[src/rtl/hazard_ctrl.sv]
// hazard_ctrl: pipeline hazard unit for a five-stage core.
// Generates stall/flush controls, operand forwarding selects, a memory-wait
// watchdog with sticky timeout flag, and stall/flush performance counters.
// Build option: define HAZARD_FORWARD_EN to enable M/W-stage forwarding with a
// single-bubble load-use stall; without it, any RAW dependency on E or M stalls.
//
// state    | meaning
// ---------+-----------------------------------------------------------
// RUN      | pipeline advancing normally, watchdog held at zero
// MEM_WAIT | data memory busy, pipeline frozen, watchdog counting
module hazard_ctrl #(
   parameter int REG_ADDR_WIDTH = 5,
   parameter int TIMEOUT_W      = 8,
   parameter int CNT_W          = 32
) (
   input  logic                      clk,
   input  logic                      rst,
   input  logic [REG_ADDR_WIDTH-1:0] Rs1D,
   input  logic [REG_ADDR_WIDTH-1:0] Rs2D,
   input  logic [REG_ADDR_WIDTH-1:0] Rs1E,
   input  logic [REG_ADDR_WIDTH-1:0] Rs2E,
   input  logic [REG_ADDR_WIDTH-1:0] RdE,
   input  logic                      LoadE,
   input  logic                      RegWriteE,
   input  logic [REG_ADDR_WIDTH-1:0] RdM,
   input  logic                      RegWriteM,
   input  logic [REG_ADDR_WIDTH-1:0] RdW,
   input  logic                      RegWriteW,
   input  logic                      PCSrcE,
   input  logic                      MemBusy,
   output logic                      StallF,
   output logic                      StallD,
   output logic                      StallE,
   output logic                      StallM,
   output logic                      FlushD,
   output logic                      FlushE,
   output logic                      FlushW,
   output logic [1:0]                ForwardAE,
   output logic [1:0]                ForwardBE,
   output logic                      MemTimeout,
   output logic [CNT_W-1:0]          StallCount,
   output logic [CNT_W-1:0]          FlushCount
);

   typedef enum logic {RUN, MEM_WAIT} state_t;

   localparam logic [TIMEOUT_W-1:0] WD_MAX = '1;

   state_t               state, state_nxt;
   logic [TIMEOUT_W-1:0] wd_cnt, wd_nxt;
   logic                 dec_hazard;
   logic                 unused_inputs;

   // State register; reset abandons any memory wait in progress.
   always_ff @(posedge clk or posedge rst) begin
      if (rst) state <= RUN;
      else     state <= state_nxt;
   end

   // Next state: enter/stay in MEM_WAIT while memory is busy.
   always_comb begin
      state_nxt = state;
      case (state)
         RUN:      if (MemBusy)  state_nxt = MEM_WAIT;
         MEM_WAIT: if (!MemBusy) state_nxt = RUN;
         default:  state_nxt = RUN;
      endcase
   end

   // Watchdog next value: counts wait cycles, saturates, clears when back in RUN.
   always_comb begin
      wd_nxt = '0;
      if (state_nxt == MEM_WAIT) begin
         if (wd_cnt == WD_MAX) wd_nxt = WD_MAX;
         else                  wd_nxt = wd_cnt + TIMEOUT_W'(1);
      end
   end

   // Watchdog counter and sticky timeout flag.
   always_ff @(posedge clk or posedge rst) begin
      if (rst) begin
         wd_cnt     <= '0;
         MemTimeout <= 1'b0;
      end else begin
         wd_cnt <= wd_nxt;
         if (wd_nxt == WD_MAX) MemTimeout <= 1'b1;
      end
   end

`ifdef HAZARD_FORWARD_EN
   // Only a load in Execute cannot be forwarded in time for Decode.
   assign dec_hazard = LoadE && (RdE != '0) && ((RdE == Rs1D) || (RdE == Rs2D));

   // Forward selects: M-stage result beats W-stage result, x0 never forwards.
   always_comb begin
      ForwardAE = 2'b00;
      ForwardBE = 2'b00;
      if (!rst) begin
         if (RegWriteM && (RdM != '0) && (RdM == Rs1E))      ForwardAE = 2'b10;
         else if (RegWriteW && (RdW != '0) && (RdW == Rs1E)) ForwardAE = 2'b01;
         if (RegWriteM && (RdM != '0) && (RdM == Rs2E))      ForwardBE = 2'b10;
         else if (RegWriteW && (RdW != '0) && (RdW == Rs2E)) ForwardBE = 2'b01;
      end
   end

   assign unused_inputs = RegWriteE;
`else
   // Without forwarding, a Decode source must wait for any pending E or M write.
   // W is not checked: the register file writes before it is read.
   assign dec_hazard =
      ((Rs1D != '0) && ((RegWriteE && (RdE == Rs1D)) || (RegWriteM && (RdM == Rs1D)))) ||
      ((Rs2D != '0) && ((RegWriteE && (RdE == Rs2D)) || (RegWriteM && (RdM == Rs2D))));

   assign ForwardAE = 2'b00;
   assign ForwardBE = 2'b00;

   assign unused_inputs = ^{LoadE, Rs1E, Rs2E, RdW, RegWriteW};
`endif

   // Stall/flush decode, priority: reset, memory busy, taken branch, data hazard.
   always_comb begin
      StallF = 1'b0;
      StallD = 1'b0;
      StallE = 1'b0;
      StallM = 1'b0;
      FlushD = 1'b0;
      FlushE = 1'b0;
      FlushW = 1'b0;
      if (rst) begin
         StallF = 1'b0;
      end else if (MemBusy) begin
         StallF = 1'b1;
         StallD = 1'b1;
         StallE = 1'b1;
         StallM = 1'b1;
         FlushW = 1'b1;
      end else if (PCSrcE) begin
         FlushD = 1'b1;
         FlushE = 1'b1;
      end else if (dec_hazard) begin
         StallF = 1'b1;
         StallD = 1'b1;
         FlushE = 1'b1;
      end
   end

   // Performance counters, wrapping naturally at 2^CNT_W.
   always_ff @(posedge clk or posedge rst) begin
      if (rst) begin
         StallCount <= '0;
         FlushCount <= '0;
      end else begin
         if (StallF) StallCount <= StallCount + CNT_W'(1);
         if (FlushD) FlushCount <= FlushCount + CNT_W'(1);
      end
   end

endmodule

[config.mk]
export PLATFORM = sky130hd
export DESIGN_NAME = hazard_ctrl
export DESIGN_NICKNAME = d
export VERILOG_FILES = /design/src/rtl/hazard_ctrl.sv
export SDC_FILE = /design/constraint.sdc
export NUM_CORES = 1
export LEC_CHECK = 0
export CAP_MARGIN = 40
export CORE_UTILIZATION = 35
export DETAILED_ROUTE_END_ITERATION = 10
export GPL_TIMING_DRIVEN = 0
export PLACE_DENSITY_LB_ADDON = 0.05
export RECOVER_POWER = 100
export SYNTH_ARGS = -nofsm -noshare
export SYNTH_HDL_FRONTEND = slang
export SYNTH_SLANG_ARGS = --single-unit
[constraint.sdc]
create_clock -name clk -period 4.35 [get_ports clk]
set_input_delay 1.0875 -clock clk [delete_from_list [all_inputs] [get_ports clk]]
set_output_delay 1.0875 -clock clk [all_outputs]
set_load 0.1 [all_outputs]
# Word-level counts from Yosys, hierarchy flattened
# Index checks and enable logic that the tools add are counted.
# word_totals
regBits,73
latch_bits,0
ramBits,0
romBits,0
input_bits,43
out_inout_bits,76
word_cells,38
n_memories,0
# op_classes
add_sub_neg,3
n_mul,0
n_div,0
n_lt_le_gt_ge,0
eq_ne,6
shifts,0
n_mux,14
bitwise_logic,0
n_reduce_logical,11
# op_table
op,count
$add A32 B1 Y32 const B,2
$eq A5 B5 Y1,4
$eq A8 B8 Y1 const B,2
$mux W8,2
$mux W1,12
$reduce_bool A5 Y1,2
$add A8 B1 Y8 const B,1
$logic_and A1 B1 Y1,6
$logic_or A1 B1 Y1,3

# Logic depth before layout (Yosys ltp)
# logic_depth
ltp_word,9
depth_mapped,9
ltp_nobuf,8

# Worst setup path before layout
# No wires, ideal clock.
# synth_timing
kind,input -> output
start,in RdE[1]
end,out FlushE
arrival_time_ns,3.936
required_time_ns,3.263
slack_ns,-0.673
path_stages,5
path_buffers,0
path_cell_list,xnor2_1 nand4_1 o22ai_1 a22oi_1 a211oi_1
# synth_between
elab_chain_len,9
elab_cells_between_ends,13
cone_classes,eq/ne (2); mux (4); reduce/logical (7)
# synth_rtl
element,line_no,text
start: declaration,22,"input logic [REG_ADDR_WIDTH-1:0] RdE,"
$eq A5 B5 Y1 (on tied branches),"111, 112",
$logic_and A1 B1 Y1 (on tied branches),"111, 112",
$logic_or A1 B1 Y1 (on tied branches),"111, 112",
$logic_and A1 B1 Y1 (on tied branches),"111, 112",
$logic_or A1 B1 Y1 *,111,((Rs1D != '0) && ((RegWriteE && (RdE == Rs1D)) || (RegWriteM && (RdM == Rs1D)))) ||
$mux W1 *,140,end else if (dec_hazard) begin
$mux W1 *,137,end else if (PCSrcE) begin
$mux W1 *,131,end else if (MemBusy) begin
$mux W1 *,129,if (rst) begin
end: declaration,36,"output logic FlushE,"
# Mark *: on every way between the ends. The rest lies on a longest branch, timed or not.

# Final worst setup path
# layout_timing
start,in rst
end,out FlushD
# layout_between
elab_chain_len,1
# layout_rtl
element,line_no,text
start: declaration,17,"input logic rst,"
$mux W1,129,
end: declaration,35,"output logic FlushD,"
# Every way passes these cells.

==> results.tsv <==
metric	value	unit
ys async rst share	100	%
H-tree Lvls	3	
PortBufs	97	
drt pass-1 iters	4	
final wirelength	8.97	mm
Reg area	0.00183	mm²
Crit. Startpoint	rst	
Num CTS Buffers	9	
RSZ-0062 raised after global routing	no	
die area	0.0110	mm²
Worst-Skew Late Latency	0.35	ns
synth unique cells	47	
CP Capture Point	FlushD	
status	finished clean	
final worst-path cycle share	96.9	%
Critical Path RT	3.26	ns
Post-synth EDFFs	0	
Multi-input gate area	0.00175	mm²
clk_skew	0.0175	ns
Yosys top cell by area	dfrtp_1	
fillers	922	
most frequent cell after synthesis	dfrtp_1	
Place WS	-0.654	ns
hold crit path type	flip-flop to flip-flop	
Crit Path Max Fanout	8	
worst hold slack	0.467	ns
top cells by area, synth	dfrtp_1, xnor2_1, nand2_1	
DR vias/cell	4.74	
Final ANT Viol Nets	0	
WL per Instance	13.3	µm
r2r endpoint	StallCount[26]	
fin crit period	4.22	ns
Max-Cap Viols	0	
sequential element share of the synthesized area	49.2	%
max-slew violations	0	
Via Count	3198	
post-synthesis area per instance	10.7	µm²
final net count	579	
worst slew pin tran	1.39	ns
Diodes inserted	0	
final hold violations	0	
PnR worst setup slack	0.134	ns
RD Place Congestion	0.776	
largest net degree at the start of global routing	31	
#FFs+latches synth	73	
P&R area growth vs syn	52.2	%
post-DP HPWL	6.70	mm
WP data arrival	3.13	ns
GRT Overall Usage	17.4	%
reg2reg path depth	7	
Slew HR	7.41	%
CTS tree	yes	
post-synth top area share	49.2	%
Post-route DRC	0	
Cell Rows	37	
number of global-route vias before repair	3199	
clock-pin slew on the worst setup and hold paths	0.08	ns
Psw	846	µW
synthesized cell area	0.00372	mm²
dominant synthesized flop cell	dfrtp_1	
layout cell share with drive strength beyond 1	12.1	%
IO Pins	119	
Die H	105	µm
Comb power frac	35.2	%
Reg2Reg Setup Slack	2.02	ns
Sequential Power Share	37.9	%
clock tree sinks	73	
initial DRC count	103	
Initial Util	36.0	%
Setup CP Type	input port to output port	
synth warn	0	
Cell Int Power	1250	µW
Critical Path End Type	output port	
clock buffer depth	2	
Sw Ratio	40.3	%
Critical R2R Launch	StallCount[0]	
width of the die	105	µm
critical path launch point type	input port	
Leak	0.00243	µW
most frequent cells after synthesis	dfrtp_1, xnor2_1, nand2_1, nand3_1, nand4_1	
Core Box Area	0.0103	mm²
Clk pwr share	26.9	%
endpoints failing setup	0	
worst IR drop on VDD	0.468	mV
FMAX	0.237	GHz
initial antenna violation count	0	
pwr dens	371	mW/mm²
first-pass GRT wire length	15.4	mm
synthesized instance count	348	
CTS Hold Buffers Added	0	
GR Overflow Total	0	
Root Buffer	clkbuf_8	
-- layout make-up --
| class | count | area share (%) |
|---|---|---|
| tap | 136 | 3.01 |
| timing repair buffer | 171 | 27.8 |
| multi-input combinational | 256 | 31.0 |
| sequential | 73 | 32.3 |
| clock buffer | 11 | 2.68 |
| inverter | 11 | 0.774 |
| clock inverter | 5 | 1.08 |
| buffer | 11 | 1.33 |
-- stage by stage --
step	setup TNS (ns)	cells	util, %	power [µW]	cell area [µm²]
2_1_floorplan	0	351	-	1300	3740
3_3_place_gp	-12.65	584	47.3	1470	4880
5_1_grt	0	674	54.8	2190	5660
6_report	0	674	54.8	2100	5660
4_1_cts	0	674	61.6	2230	6360
3_5_place_dp	-1.26	658	59.4	1660	6130
-- how the worst min path moves through the flow --
stage	start	end	slack, ns	cells past startpoint
global route	FlushCount[31]	FlushCount[31]	0.50	1
finish	FlushCount[31]	FlushCount[31]	0.47	1
global placement	FlushCount[31]	FlushCount[31]	0.46	1
detailed placement	FlushCount[31]	FlushCount[31]	0.46	1
floorplan	wd_cnt[0]	wd_cnt[0]	0.46	1
CTS	FlushCount[31]	FlushCount[31]	0.47	1
-- power by group through the flow --
stage	clock network (µW)	registers, µW	logic, µW
CTS	580	798	857
global route	614	805	772
finish	564	796	740
global placement	0	809	663
floorplan	0	1140	161
detailed placement	0	809	851
-- sequential cells by signal, summed over array words and instances, names as in the netlist --
register	count
FlushCount	32
MemTimeout	1
StallCount	32
wd_cnt	8
-- critical path: stages --
cell	delay, ns
dlygate4sd3_1	0.73
nor3b_4	0.45
dlygate4sd3_1	0.65
buf_8	0.20
-- per-layer routing --
| metal | vias up | routed length [µm] | global-route usage [%] |
|---|---|---|---|
| li1 | 1553 | - | - |
| met2 | 93 | 4240 | 27.9 |
| met4 | 0 | 114 | 5.23 |
| met1 | 1540 | 4170 | 22.8 |
| met5 | - | 0 | 0 |
| met3 | 12 | 442 | 4.80 |
-- cell usage in the layout (no fill, tap or decap), drive strengths merged, types with 9 or more instances in the layout --
cell / n
nand2: 34
nand4: 23
dlygate4sd3: 19
dfrtp: 73
and3: 14
nor2: 18
nand3: 24
inv: 10
nor3: 9
xnor2: 70
clkdlybuf4s50: 68
clkbuf: 68
buf: 30
xor2: 14
-- kinds of logic (layout without fill, tap and decap cells) --
| group | count (synthesis) | after routing | share of synthesized area (%) |
|---|---|---|---|
| simple gates | 143 | 143 | 22.6 |
| xor+xnor | 84 | 84 | 19.8 |
| flops | 73 | 73 | 49.2 |
| buf+inv | 22 | 209 | 3.00 |
| compound gates | 18 | 18 | 3.13 |
| mux | 4 | 4 | 1.18 |
| fa+ha+maj | 3 | 3 | 1.01 |
| other cells | 1 | 4 | 0.101 |
-- what timing repair did --
action / 4_1_cts / 5_1_grt
endpoints found under the setup margin: 3 / 0
gates resized for setup: 14 / 0
buffers inserted: 3 / 0
(Power assumes the default switching activity.)
